<file path="src/rtl/l17_out_writer.sv">
// l17_out_writer: buffers 16-lane result vectors in a 2-entry FIFO and writes them to consecutive BRAM addresses.
// Optional macro L17_OUT_RELU_EN clamps negative lanes to zero before buffering.
`default_nettype none

module l17_out_writer #(
    parameter int N_adder_tree = 16,
    parameter int DATA_W       = 16,
    parameter int ADDR_W       = 10,
    parameter int DEPTH        = 784
) (
    input  logic                             clk_i,
    input  logic                             rst_ni,
    input  logic                             start_i,
    input  logic                             in_valid_i,
    input  logic [N_adder_tree*DATA_W-1:0]   in_data_i,
    output logic                             in_ready_o,
    input  logic                             bram_grant_i,
    output logic                             bram_we_o,
    output logic [ADDR_W-1:0]                bram_addr_o,
    output logic [N_adder_tree*DATA_W-1:0]   bram_din_o,
    output logic                             busy_o,
    output logic                             done_o,
    output logic                             overflow_err_o
);

    localparam int VEC_W = N_adder_tree * DATA_W;
    localparam int CNT_W = ADDR_W + 1;
    localparam logic [CNT_W-1:0] DEPTH_C = CNT_W'(DEPTH);
    localparam logic [CNT_W-1:0] LAST_C  = CNT_W'(DEPTH - 1);
    localparam logic [CNT_W-1:0] ONE_C   = CNT_W'(1);

    typedef enum logic [1:0] {
        S_IDLE = 2'd0,
        S_RUN  = 2'd1,
        S_DONE = 2'd2
    } state_t;

    state_t               state_q, state_d;
    logic [CNT_W-1:0]     acc_q, acc_d;
    logic [CNT_W-1:0]     wcnt_q, wcnt_d;
    logic [1:0]           count_q, count_d;
    logic                 rd_ptr_q, rd_ptr_d;
    logic                 wr_ptr_q, wr_ptr_d;
    logic                 we_q, we_d;
    logic [ADDR_W-1:0]    addr_q, addr_d;
    logic [VEC_W-1:0]     din_q, din_d;
    logic                 ovf_q, ovf_d;
    logic [VEC_W-1:0]     fifo_q [2];

    logic                 run;
    logic                 ready;
    logic                 push;
    logic                 pop;
    logic                 stall;
    logic [VEC_W-1:0]     lanes_proc;

    for (genvar i = 0; i < N_adder_tree; i++) begin : g_lane
`ifdef L17_OUT_RELU_EN
        assign lanes_proc[i*DATA_W +: DATA_W] =
            in_data_i[(i+1)*DATA_W-1] ? '0 : in_data_i[i*DATA_W +: DATA_W];
`else
        assign lanes_proc[i*DATA_W +: DATA_W] = in_data_i[i*DATA_W +: DATA_W];
`endif
    end

    always_comb begin
        state_d  = state_q;
        acc_d    = acc_q;
        wcnt_d   = wcnt_q;
        count_d  = count_q;
        rd_ptr_d = rd_ptr_q;
        wr_ptr_d = wr_ptr_q;
        we_d     = 1'b0;
        addr_d   = addr_q;
        din_d    = din_q;
        ovf_d    = ovf_q;

        run   = (state_q == S_RUN);
        ready = run && (count_q != 2'd2) && (acc_q < DEPTH_C);
        push  = in_valid_i && ready;
        pop   = run && (count_q != 2'd0) && bram_grant_i;
        // A full FIFO during an unfinished pass is back-pressure, not an error
        stall = run && (count_q == 2'd2) && (acc_q < DEPTH_C);

        if (in_valid_i && !ready && !stall) begin
            ovf_d = 1'b1;
        end

        if (pop) begin
            we_d     = 1'b1;
            addr_d   = wcnt_q[ADDR_W-1:0];
            din_d    = fifo_q[rd_ptr_q];
            rd_ptr_d = ~rd_ptr_q;
            wcnt_d   = wcnt_q + ONE_C;
        end

        if (push) begin
            wr_ptr_d = ~wr_ptr_q;
            acc_d    = acc_q + ONE_C;
        end

        case ({push, pop})
            2'b10:   count_d = count_q + 2'd1;
            2'b01:   count_d = count_q - 2'd1;
            default: count_d = count_q;
        endcase

        case (state_q)
            S_IDLE: begin
                if (start_i) begin
                    state_d  = S_RUN;
                    acc_d    = '0;
                    wcnt_d   = '0;
                    count_d  = 2'd0;
                    rd_ptr_d = 1'b0;
                    wr_ptr_d = 1'b0;
                end
            end
            S_RUN: begin
                if (pop && (wcnt_q == LAST_C)) begin
                    state_d = S_DONE;
                end
            end
            S_DONE:  state_d = S_IDLE;
            default: state_d = S_IDLE;
        endcase
    end

    always_ff @(posedge clk_i or negedge rst_ni) begin
        if (!rst_ni) begin
            state_q  <= S_IDLE;
            acc_q    <= '0;
            wcnt_q   <= '0;
            count_q  <= 2'd0;
            rd_ptr_q <= 1'b0;
            wr_ptr_q <= 1'b0;
            we_q     <= 1'b0;
            addr_q   <= '0;
            din_q    <= '0;
            ovf_q    <= 1'b0;
        end else begin
            state_q  <= state_d;
            acc_q    <= acc_d;
            wcnt_q   <= wcnt_d;
            count_q  <= count_d;
            rd_ptr_q <= rd_ptr_d;
            wr_ptr_q <= wr_ptr_d;
            we_q     <= we_d;
            addr_q   <= addr_d;
            din_q    <= din_d;
            ovf_q    <= ovf_d;
        end
    end

    // Storage needs no reset: occupancy is tracked by count_q
    always_ff @(posedge clk_i) begin
        if (push) begin
            fifo_q[wr_ptr_q] <= lanes_proc;
        end
    end

    assign in_ready_o     = ready;
    assign bram_we_o      = we_q;
    assign bram_addr_o    = addr_q;
    assign bram_din_o     = din_q;
    assign busy_o         = (state_q == S_RUN);
    assign done_o         = (state_q == S_DONE);
    assign overflow_err_o = ovf_q;

endmodule

`default_nettype wire

</file>
<file path="config.mk">
export PLATFORM = sky130hd
export DESIGN_NAME = l17_out_writer
export DESIGN_NICKNAME = d
export VERILOG_FILES = /design/src/rtl/l17_out_writer.sv
export SDC_FILE = /design/constraint.sdc
export NUM_CORES = 1
export LEC_CHECK = 0
export ABC_AREA = 1
export ABC_CLOCK_PERIOD_IN_PS = 10420
export CORE_UTILIZATION = 47
export CTS_BUF_LIST = sky130_fd_sc_hd__clkbuf_16
export CTS_CLUSTER_SIZE = 24
export DETAILED_ROUTE_END_ITERATION = 12
export PLACE_DENSITY = 0.73
export SLEW_MARGIN = 10
export SYNTH_ARGS = -nofsm -noshare
export SYNTH_HDL_FRONTEND = slang
export SYNTH_SLANG_ARGS = --single-unit
</file>
<file path="constraint.sdc">
create_clock -name clk_i -period 10.42 [get_ports clk_i]
set_clock_uncertainty 0.1 [all_clocks]
set_input_delay 1.042 -clock clk_i [delete_from_list [all_inputs] [get_ports clk_i]]
set_output_delay 1.042 -clock clk_i [all_outputs]
set_load 0.01 [all_outputs]
</file>
==> summary.md, run 1 <==
| Metric | Value |
|---|---|
| Synthesized instance count | 2405 |
| Critical path origin | rd_ptr_q$_DFF_PN0_ |
| Status | finished, final reports clean |
| Drt wl/cell | 17.7 um |
| Routability cong. | 0.795 |
| 1st-pass router iterations | 5 |
| Met3 usage | 5.26% |
| Top Ports | 532 |
| Layout area overhead | 29.3% |
| Critical path class | reg -> reg |
| Req. time, crit path | 10770 ps |
| Asr flop ratio synth | 36.6% |
| Crit path time final | 3690 ps |
| DRC viols | 0 |
| Post-CTS setup buffer count | 0 |
| Post-synth EDFFs | 512 |
| Cell Count Post-Placement | 3668 |
| CTS clk-pin slew, worst paths | 60 ps |
| Area leader, netlist | edfxtp_1 |
| Mapped Nets | 2671 |
| Antenna-violating nets left | 0 |
| Max-slew violation count | 0 |
| Fraction of layout cells with a size suffix above 1 | 4.85% |
| Initial Util | 47.9% |
| Lkg Pwr | 15.0 nW |
| FF-to-FF path depth | 5 |
| RSZ-0062 raised after global routing | false |
| Worst slew pin tran | 1180 ps |
| Termination of the worst setup path | bram_din_o[91]$_DFFE_PN0N_ |
| Prevailing post-synth register cell | edfxtp_1 |
| Synth unique cells | 27 |
| Post-detail-place hpwl | 42600 um |
| CTS tree | yes |
| Synth top area cells | edfxtp_1 52%, dfrtp_1 25%, nand2_1 7.1%, o21ai_0 6.9%, inv_1 3.6% |
| Die area | 64400 um2 |
| Post-synth top area share | 51.6% |
| Vias post-DR | 18.8k |
| Rows | 91 |
| Post-cts hold buffer count | 0 |
| Final Cycle Share | 35.4% |
| Total CTS buffers | 84 |
| Initial antenna violation count | 14 |
| Number of global-route vias before repair | 18.7k |
| CP Data Arrival Time | 4040 ps |
| Hold Vio Cnt, Final | 0 |
| DR iter-0 viols | 1379 |
| Number of synthesized register bits | 808 |
| Clock latency on the worst-skew pair | 620 ps |
| TNS Setup | 0 ps |
| Largest net degree at the start of global routing | 265 |
| Hold Path Class | in -> async |
| Maxcap violations | 0 |
| Most frequent cells in the layout | 562 x nand2_1, 530 x clkdlybuf4s50_1, 512 x edfxtp_1, 410 x o21ai_0, 310 x inv_1 |
| # setup viols final | 0 |
| Clock Tree Buf Depth | 3 |
| Core ar. | 62200 um2 |
| Met1 Use GR | 25.0% |
| Chip width | 254 um |
| Syn_area_per_cell | 12.4 um2 |
| Sequential fraction of the synthesis area | 76.5% |
| PortBufs | 531 |
| Gr busiest metal | met2 |
| Htree depth | 3 |
| Post-CTS Resized | 0 |
| Reg2reg setup slack | 6730 ps |
| Total track usage | 20.9% |
| Commonest non-fill, non-tap cell in the layout | nand2_1 |
| Synth Warn # | 0 |
| Grt ovf | 0 |
| Layout fillers | 4664 |
| Worst setup SP type | register |
| Crit. End Element | register |
| R2r startpoint | rd_ptr_q$_DFF_PN0_ |
| Vias per cell | 4.90 |
| Fin cells | 3838 |
| Final Routed Wirelength | 67900 um |
| PwrDens | 168 nW/um2 |
| Synthesized area | 29800 um2 |
| Clock Sinks | 808 |
| FMAX | 271 MHz |
| Die Span Y | 254 um |
| Met2 global-route usage | 35.3% |
| RR Endpoint | bram_din_o[91]$_DFFE_PN0N_ |
| Root buf cell | clkbuf_16 |
| Slew HR | 21.1% |
| Nets | 3183 |
| First-pass GRT wire length | 103000 um |
| Worst VDD drop | 0.161 mV |
| Worst Path Max Fanout | 120 |
## worst min path at each step
stage | start | endpoint | slack (ps) | depth (start not counted)
after detailed placement | bram_addr_o[0]$_DFFE_PN0N_ | bram_addr_o[0]$_DFFE_PN0N_ | 370 | 2
after global routing | bram_din_o[240]$_DFFE_PN0N_ | bram_din_o[240]$_DFFE_PN0N_ | 400 | 2
after CTS | rst_ni | bram_din_o[173]$_DFFE_PN0N_ | 390 | 1
after global placement | overflow_err_o$_DFFE_PN0P_ | overflow_err_o$_DFFE_PN0P_ | 360 | 1
final | rst_ni | bram_din_o[192]$_DFFE_PN0N_ | 360 | 1
after floorplan | acc_q[9]$_DFF_PN0_ | acc_q[9]$_DFF_PN0_ | 370 | 2
## sequential cells by signal, indices dropped and copies added (netlist names)
name and cells:
fifo_q 512, wr_ptr_q 1, acc_q 11, count_q 2
bram_din_o 256, bram_addr_o 10, overflow_err_o 1, rd_ptr_q 1
state_q 2, bram_we_o 1, wcnt_q 11
## synth_stat cells, types with 11 or more instances
| cell type | instances |
|---|---|
| o21ai_0 | 410 |
| o21ai_1 | 118 |
| dfrtp_1 | 296 |
| inv_1 | 289 |
| buf_4 | 11 |
| clkbuf_1 | 39 |
| nor2_1 | 44 |
| buf_2 | 63 |
| edfxtp_1 | 512 |
| nand2_1 | 562 |
## critical path, cell delays in order, from the launching register on
cell and delay, ps:
dfrtp_4 1130, buf_4 780, buf_4 890, nand2_1 170, o21ai_0 150, o21ai_0 130
## final cells by class
class	count	area (um2)	area share (%)
antenna	13	32.5	0.0845
clock buffer	86	2150	5.59
clock inverter	71	599	1.56
inverter	290	1090	2.83
multi-input combinational	1189	5340	13.9
sequential	808	22800	59.2
tap	837	1050	2.72
timing repair buffer	544	5470	14.2
## stage by stage
step           setup WS, ps  hold WS (ps)  util, %  instance area [um2]  total power (W)
6_report               6730           363     62.0                38500          0.00649
5_1_grt                6380           403     61.9                38500          0.00668
4_1_cts                6740           386     61.9                38500          0.00655
3_5_place_dp           6220           370     57.5                35700          0.00362
3_3_place_gp           6280           362     57.5                35700          0.00362
2_1_floorplan          2500           366        -                29800          0.00348
## kinds of logic after synthesis
kind of cell / count (synthesis) / synth area share, %
xor gates and xnor gates: 6 / 0.176
AOI/OAI and AO/OA: 538 / 9.05
DFF: 808 / 76.5
adders and majority gates: 5 / 0.210
buffers and inverters: 408 / 5.67
and+or+nand+nor: 640 / 8.39
## routing by layer
metal | vias to the layer above | routed length (um)
li1 | 9088 | -
met1 | 9000 | 25800
met2 | 549 | 34600
met3 | 166 | 4440
met4 | 10 | 2990
met5 | - | 76
## power by group
part / switching, W / internal [W] / total [W]
registers: 0.000000346 / 0.00341 / 0.00341
clock network: 0.00123 / 0.00171 / 0.00293
logic: 0.0000524 / 0.0000872 / 0.000140
Power figures use the tool's default switching activity.
==> inputs of run 2 (changes only) <==
--- a/config.mk
+++ b/config.mk
@@ -6,7 +6,7 @@
 export NUM_CORES = 1
 export LEC_CHECK = 0
 export ABC_AREA = 1
-export ABC_CLOCK_PERIOD_IN_PS = 10420
+export ABC_CLOCK_PERIOD_IN_PS = 3800
 export CORE_UTILIZATION = 47
 export CTS_BUF_LIST = sky130_fd_sc_hd__clkbuf_16
 export CTS_CLUSTER_SIZE = 24
==> constraint.sdc (replaced) <==
create_clock -name clk_i -period 3.8 [get_ports clk_i]
set_clock_uncertainty 0.1 [all_clocks]
set_input_delay 0.38 -clock clk_i [delete_from_list [all_inputs] [get_ports clk_i]]
set_output_delay 0.38 -clock clk_i [all_outputs]
set_load 0.01 [all_outputs]
==> run 2 against run 1 <==
Effect of this change: final cell count grew 0.44%; clock power grew to 2.6 times the previous value; non-clock buffer count grew 28; count of clock-buffer cells in the layout shrank 3; setup slack lost 5700 ps; total power grew to 2.7 times the previous value; register-to-register slack lost 5700 ps; hold slack lost 120 ps; critical path type is now reg -> out.
==> summary.md, run 2 (synthesis results as in run 1) <==
| Metric | Value |
|---|---|
| Status | finished, final reports clean |
| Worst hold stages | 1 |
| CTS clk-pin slew, worst paths | 60 ps (about the same) |
| Slew HR | 40.1% (+19 points) |
| Critical path, cell by cell | inv_1 > nand2_1 > nor2_2 > nand3_2 > inv_1 > clkdlybuf4s50_1 |
| Worst VDD drop | 0.423 mV (+160%) |
| Clock latency on the worst-skew pair | 620 ps (about the same) |
| Chip width | 254 um (unchanged) |
| Worst Path Max Fanout | 5 (-96%) |
| Min Hold Slack | 245 ps (-118 ps) |
| Root buf cell | clkbuf_16 |
| DR iter-0 viols | 1185 (-14%) |
| Maxcap violations | 0 (unchanged) |
| Initial Util | 47.9% (unchanged) |
| RR Endpoint | fifo_q[0][252]$_DFFE_PP_ |
| # setup viols final | 0 (unchanged) |
| Grt ovf | 0 (unchanged) |
| RSZ-0062 raised after global routing | false |
| Commonest non-fill, non-tap cell in the layout | nand2_1 |
| 1st-pass router iterations | 6 (+1) |
| Sw Ratio | 19.6% (-0.078 points) |
| Post-CTS setup buffer count | 0 (unchanged) |
| Register area | 22800 um2 (unchanged) |
| Crit-path max cell delay | 580 ps (-550 ps) |
| Sequential group share of total power | 53.5% (+0.9 points) |
| Multi-input logic area | 5340 um2 (unchanged) |
| CP Data Arrival Time | 2260 ps (-1780 ps) |
| Hold Path Class | in -> reg |
| Hold EP | fifo_q[0][122]$_DFFE_PP_ |
| Slowest cell on crit path | clkdlybuf4s50_1 |
| Htree depth | 3 (unchanged) |
| Fraction of layout cells with a size suffix above 1 | 5.51% (+0.66 points) |
| Post-cts hold buffer count | 1 (+1) |
| Largest net degree at the start of global routing | 124 (-53%) |
| Combinational Power Share | 2.3% (about the same) |
| Crit. End Element | output pin |
| Internal | 0.0141 W (+170%) |
| FF-to-FF path depth | 7 (+2) |
| PortBufs | 531 (unchanged) |
| Max-slew violation count | 0 (unchanged) |
| First-pass GRT wire length | 104000 um (+1.0%) |
| Routability cong. | 0.823 (+3.5%) |
| Clock Tree Buf Depth | 3 (unchanged) |
| Lkg Pwr | 15.1 nW (+0.89%) |
| Crit path top cell by count | inv_1 |
| FMAX | 365 MHz |
| Layout fillers | 4634 (-0.64%) |
| Layout Utilization | 62.3% (+0.33 points) |
| R2r startpoint | state_q[1]$_DFFE_PN0P_ |
| Drt wl/cell | 17.8 um (+0.67%) |
| Core ar. | 62200 um2 (unchanged) |
| Initial antenna violation count | 14 (unchanged) |
| Vias per cell | 4.92 (+0.31%) |
| DRC viols | 0 (unchanged) |
| Rows | 91 (unchanged) |
| Sw power | 0.00343 W (+170%) |
| Reg2reg setup slack | 1070 ps (-5660 ps) |
| Nets | 3208 (+0.79%) |
| Clock group share of total power | 44.1% (-1.1 points) |
| Top Ports | 532 (unchanged) |
| Reg with most FFs | fifo_q |
| Most frequent cells in the layout | 562 x nand2_1, 530 x clkdlybuf4s50_1, 512 x edfxtp_1, 410 x o21ai_0, 312 x inv_1 |
| PwrDens | 452 nW/um2 (+170%) |
| Die Span Y | 254 um (unchanged) |
| Worst slew pin tran | 899 ps (-284 ps) |
| Layout area overhead | 30.0% |
| Post-CTS Resized | 0 (unchanged) |
| Antenna-violating nets left | 0 (unchanged) |
| Worst setup SP type | register |
| Die area | 64400 um2 (unchanged) |
| Total track usage | 21.2% (+0.33 points) |
| Clock Sinks | 808 (unchanged) |
| Critical path class | reg -> out |
| Hold Path Origin | in_data_i[122] |
| Total CTS buffers | 81 (-3.6%) |
| Post-detail-place hpwl | 45900 um (+7.8%) |
| Final Routed Wirelength | 68600 um (+1.1%) |
| Vias post-DR | 19.0k (+0.75%) |
| Req. time, crit path | 3320 ps (-7450 ps) |
| Max reg flops | 512 (unchanged) |
| Hold Vio Cnt, Final | 0 (unchanged) |
| Crit path time final | 2740 ps |
| Final Cycle Share | 72.0% |
| Number of global-route vias before repair | 19.1k (+2.3%) |
| CTS tree | yes |
run 2: layer usage:
metal | up-vias | track usage (%) | wire, um
met3 | 156 | 5.00 | 4260
met1 | 9127 | 24.7 | 26200
met4 | 14 | 9.31 | 2530
met5 | - | 0 | 110
met2 | 520 | 37.3 | 35500
li1 | 9137 | - | -
run 2: per-stage QoR:
step	setup slack, ps	cells	total power, W	setup TNS (ps)	area, um2
after global routing	904	3855	0.0180	0	38700
after CTS	1000	3848	0.0177	0	38700
after global placement	971	3695	0.00994	0	36100
after floorplan	-1060	2405	0.00955	-544920	29800
final	1060	3855	0.0175	0	38700
after detailed placement	915	3695	0.00995	0	36100
run 2: cell type report:
cell class,instances,share of cell area (%)
Clock buffer,83,5.36
Clock inverter,69,1.34
Tap cell,837,2.70
Antenna cell,7,0.0452
Sequential cell,808,58.8
Inverter,290,2.81
Multi-Input combinational cell,1189,13.8
Timing Repair Buffer,572,15.1
run 2: worst max-delay path by stage:
stage	from	end	slack [ps]
6_report	state_q[1]$_DFFE_PN0P_	in_ready_o	1060
5_1_grt	state_q[1]$_DFFE_PN0P_	fifo_q[0][252]$_DFFE_PP_	900
4_1_cts	state_q[1]$_DFFE_PN0P_	in_ready_o	1000
3_5_place_dp	in_valid_i	fifo_q[0][246]$_DFFE_PP_	910
3_3_place_gp	in_valid_i	fifo_q[0][246]$_DFFE_PP_	970
2_1_floorplan	state_q[1]$_DFFE_PN0P_	fifo_q[1][0]$_DFFE_PP_	-1060
run 2: power by group through the flow:
stage                     registers (W)    logic, W  clock network (W)
final                           0.00936    0.000406            0.00772
after global routing            0.00936    0.000436            0.00819
after CTS                       0.00936    0.000413            0.00789
after detailed placement        0.00954    0.000410                  0
after global placement          0.00954    0.000398                  0
after floorplan                 0.00954  0.00000305                  0
run 2: critical path, delay by kind of cell (launching register included):
kind | cells | cell delay (ps)
flip-flops | 1 | 360
AND/OR/NAND/NOR | 3 | 520
buffers and inverters | 3 | 770
==> inputs of run 3 (changes only) <==
--- a/config.mk
+++ b/config.mk
@@ -6,12 +6,12 @@
 export NUM_CORES = 1
 export LEC_CHECK = 0
 export ABC_AREA = 1
-export ABC_CLOCK_PERIOD_IN_PS = 3800
+export ABC_CLOCK_PERIOD_IN_PS = 2500
 export CORE_UTILIZATION = 47
 export CTS_BUF_LIST = sky130_fd_sc_hd__clkbuf_16
 export CTS_CLUSTER_SIZE = 24
 export DETAILED_ROUTE_END_ITERATION = 12
-export PLACE_DENSITY = 0.73
+export PLACE_DENSITY = 0.75
 export SLEW_MARGIN = 10
 export SYNTH_ARGS = -nofsm -noshare
 export SYNTH_HDL_FRONTEND = slang
==> constraint.sdc (replaced) <==
create_clock -name clk_i -period 2.5 [get_ports clk_i]
set_clock_uncertainty 0.1 [all_clocks]
set_input_delay 0.25 -clock clk_i [delete_from_list [all_inputs] [get_ports clk_i]]
set_output_delay 0.25 -clock clk_i [all_outputs]
set_load 0.01 [all_outputs]
==> run 3 against run 2 <==
Effect of this change: total power up 54%; die area did not move; final cell count grew 1.0%; count of clock-buffer cells in the layout grew 3; wire length grew 3.2%; flip-flop and latch count stayed put; first-iteration DRC count increased by 21%; core utilization grew 0.85 points; hold slack worse by 130 ps; sequential power rose by 52%; sequential share of layout area is 0.80 points lower; critical path type is now reg -> reg; largest power group unchanged; highest routed layer unchanged.
==> summary.md, run 3 (synthesis results as in run 1) <==
| Metric | Value |
|---|---|
| Max reg flops | 512 (unchanged) |
| RSZ-0062 raised after global routing | false |
| Sequential group share of total power | 52.8% (-0.7 points) |
| Post-Place Cell Area | 36500 um2 (+1.2%) |
| Die Span Y | 254 um (unchanged) |
| Reg2reg setup slack | 230 ps (-840 ps) |
| Max-slew violation count | 0 (unchanged) |
| Final Cycle Share | 90.7% |
| Grt ovf | 0 (unchanged) |
| CTS tree | yes |
| Clock latency on the worst-skew pair | 610 ps (about the same) |
| Setup ws final | 233 ps (-830 ps) |
| CP Data Arrival Time | 2480 ps (+220 ps) |
| Initial antenna violation count | 6 (-8) |
| Worst slack at placement | 137 ps (-778 ps) |
| R2r startpoint | count_q[1]$_DFF_PN0_ |
| Crit. End Element | register |
| Top Ports | 532 (unchanged) |
| Combinational Power Share | 2.4% (about the same) |
| Overall power | 0.0269 W (+54%) |
| PwrDens | 687 nW/um2 (+52%) |
| Final Routed Wirelength | 70800 um (+3.2%) |
| Sw power | 0.00520 W (+52%) |
| Total track usage | 21.8% (+0.56 points) |
| Largest net degree at the start of global routing | 134 (+8.1%) |
| Worst setup SP type | register |
| Hold Vio Cnt, Final | 0 (unchanged) |
| Htree depth | 3 (unchanged) |
| Critical path origin | count_q[1]$_DFF_PN0_ |
| Worst Path Max Fanout | 31 (+26) |
| Worst VDD drop | 0.813 mV (+92%) |
| Antenna-violating nets left | 0 (unchanged) |
| Layout area overhead | 31.8% |
| Initial Util | 47.9% (unchanged) |
| Commonest non-fill, non-tap cell in the layout | nand2_1 |
| Hold Path Class | in -> reg |
| Clock Sinks | 808 (unchanged) |
| Final Cell Area | 39300 um2 (+1.4%) |
| Vias post-DR | 19.4k (+2.3%) |
| Core ar. | 62200 um2 (unchanged) |
| Post-CTS setup buffer count | 0 (unchanged) |
| Vias per cell | 4.98 (+1.2%) |
| Nets | 3250 (+1.3%) |
| Lkg Pwr | 15.4 nW (+1.9%) |
| Worst hold stages | 1 (unchanged) |
| CTS clk-pin slew, worst paths | 60 ps (about the same) |
| RR Endpoint | fifo_q[0][127]$_DFFE_PP_ |
| Clock Tree Buf Depth | 3 (unchanged) |
| Most frequent cells in the layout | 561 x nand2_1, 529 x clkdlybuf4s50_1, 512 x edfxtp_1, 410 x o21ai_0, 305 x inv_1 |
| Internal | 0.0217 W (+55%) |
| Sw Ratio | 19.3% (-0.33 points) |
| Rows | 91 (unchanged) |
| Clock group share of total power | 44.8% (+0.7 points) |
| Fraction of layout cells with a size suffix above 1 | 7.05% (+1.5 points) |
| Root buf cell | clkbuf_16 |
| Post-detail-place hpwl | 49200 um (+7.1%) |
| TNS Setup | 0 ps (unchanged) |
| Die area | 64400 um2 (unchanged) |
| Critical path class | reg -> reg |
| DRC viols | 0 (unchanged) |
| 1st-pass router iterations | 8 (+2) |
| Crit path time final | 2270 ps |
| Reg with most FFs | fifo_q |
| Status | finished, final reports clean |
| Fin cells | 3894 (+1.0%) |
| First-pass GRT wire length | 107000 um (+2.4%) |
| FMAX | 441 MHz |
| Chip width | 254 um (unchanged) |
| DR iter-0 viols | 1438 (+21%) |
| FF-to-FF path depth | 8 (+1) |
| Total CTS buffers | 81 (unchanged) |
| Slew HR | 56.5% (+16 points) |
| Worst slew pin tran | 653 ps (-246 ps) |
| PortBufs | 531 (unchanged) |
| Termination of the worst setup path | fifo_q[0][127]$_DFFE_PP_ |
| # setup viols final | 0 (unchanged) |
| Routability cong. | 0.826 (+0.38%) |
| Req. time, crit path | 2710 ps (-610 ps) |
| Number of global-route vias before repair | 19.5k (+2.1%) |
| Drt wl/cell | 18.2 um (+2.1%) |
| Maxcap violations | 0 (unchanged) |
| Cell Count Post-Placement | 3737 (+1.1%) |
-- run 3: changes by cell type in the layout (fill, tap and decap cells not counted), moves of 2 or more --
cell / delta
buf_4: +32
buf_12: +10
inv_1: -7
clkbuf_16: +3
clkinv_2: -3
bufinv_16: +2
clkinv_8: -2
inv_2: +2
-- run 3: worst max-delay path: stages, from the launching register on --
cell and delay [ps]:
dfrtp_1 410, inv_1 70, nor2_1 60, nor2_4 190, nand3_2 120, nor2_4 270, ha_4 210, buf_12 230
buf_4 260
-- run 3: power by group through the flow --
stage	Sequential, W	Clock [W]	Combinational, W
after floorplan	0.0145	0	0.00000507
final	0.0142	0.0121	0.000645
after detailed placement	0.0145	0	0.000649
after CTS	0.0142	0.0123	0.000656
after global routing	0.0142	0.0128	0.000687
after global placement	0.0145	0	0.000635
-- run 3: routing by layer --
metal	track usage [%]	share of wire (%)	vias to the layer above
met3	4.88	6.3	187
met5	0	0.031	-
met2	37.9	52	605
li1	-	-	9233
met4	10.7	4.7	4
met1	25.4	38	9354
-- run 3: metrics by stage --
stage	hold WS (ps)	utilization [%]
after CTS	72.2	63.1
after detailed placement	194	58.8
after global routing	84.6	63.1
after global placement	191	58.8
final	118	63.1
after floorplan	-146	-
-- run 3: how the worst min path moves through the flow --
| stage | start | end | slack [ps] |
|---|---|---|---|
| 6_report | in_data_i[140] | fifo_q[1][140]$_DFFE_PP_ | 120 |
| 5_1_grt | in_data_i[165] | fifo_q[1][165]$_DFFE_PP_ | 80 |
| 4_1_cts | in_data_i[9] | fifo_q[1][9]$_DFFE_PP_ | 70 |
| 3_5_place_dp | rst_ni | bram_din_o[50]$_DFFE_PN0N_ | 190 |
| 3_3_place_gp | rst_ni | bram_din_o[50]$_DFFE_PN0N_ | 190 |
| 2_1_floorplan | rst_ni | acc_q[0]$_DFF_PN0_ | -150 |
-- run 3: what timing repair did --
| action | in CTS | in global routing |
|---|---|---|
| gates resized for setup | 0 | 2 |
| endpoints found under the hold margin | 91 | 0 |
| hold buffers | 1 | 0 |
| endpoints found under the setup margin | 0 | 1 |
-- run 3: cell type report --
class	instances	area, um2
fill	4556	22900
sequential	808	22800
timing repair buffer	614	6290
multi-input combinational	1189	5350
clock buffer	86	2150
inverter	290	1090
tap	837	1050
clock inverter	64	524
antenna	6	15.0
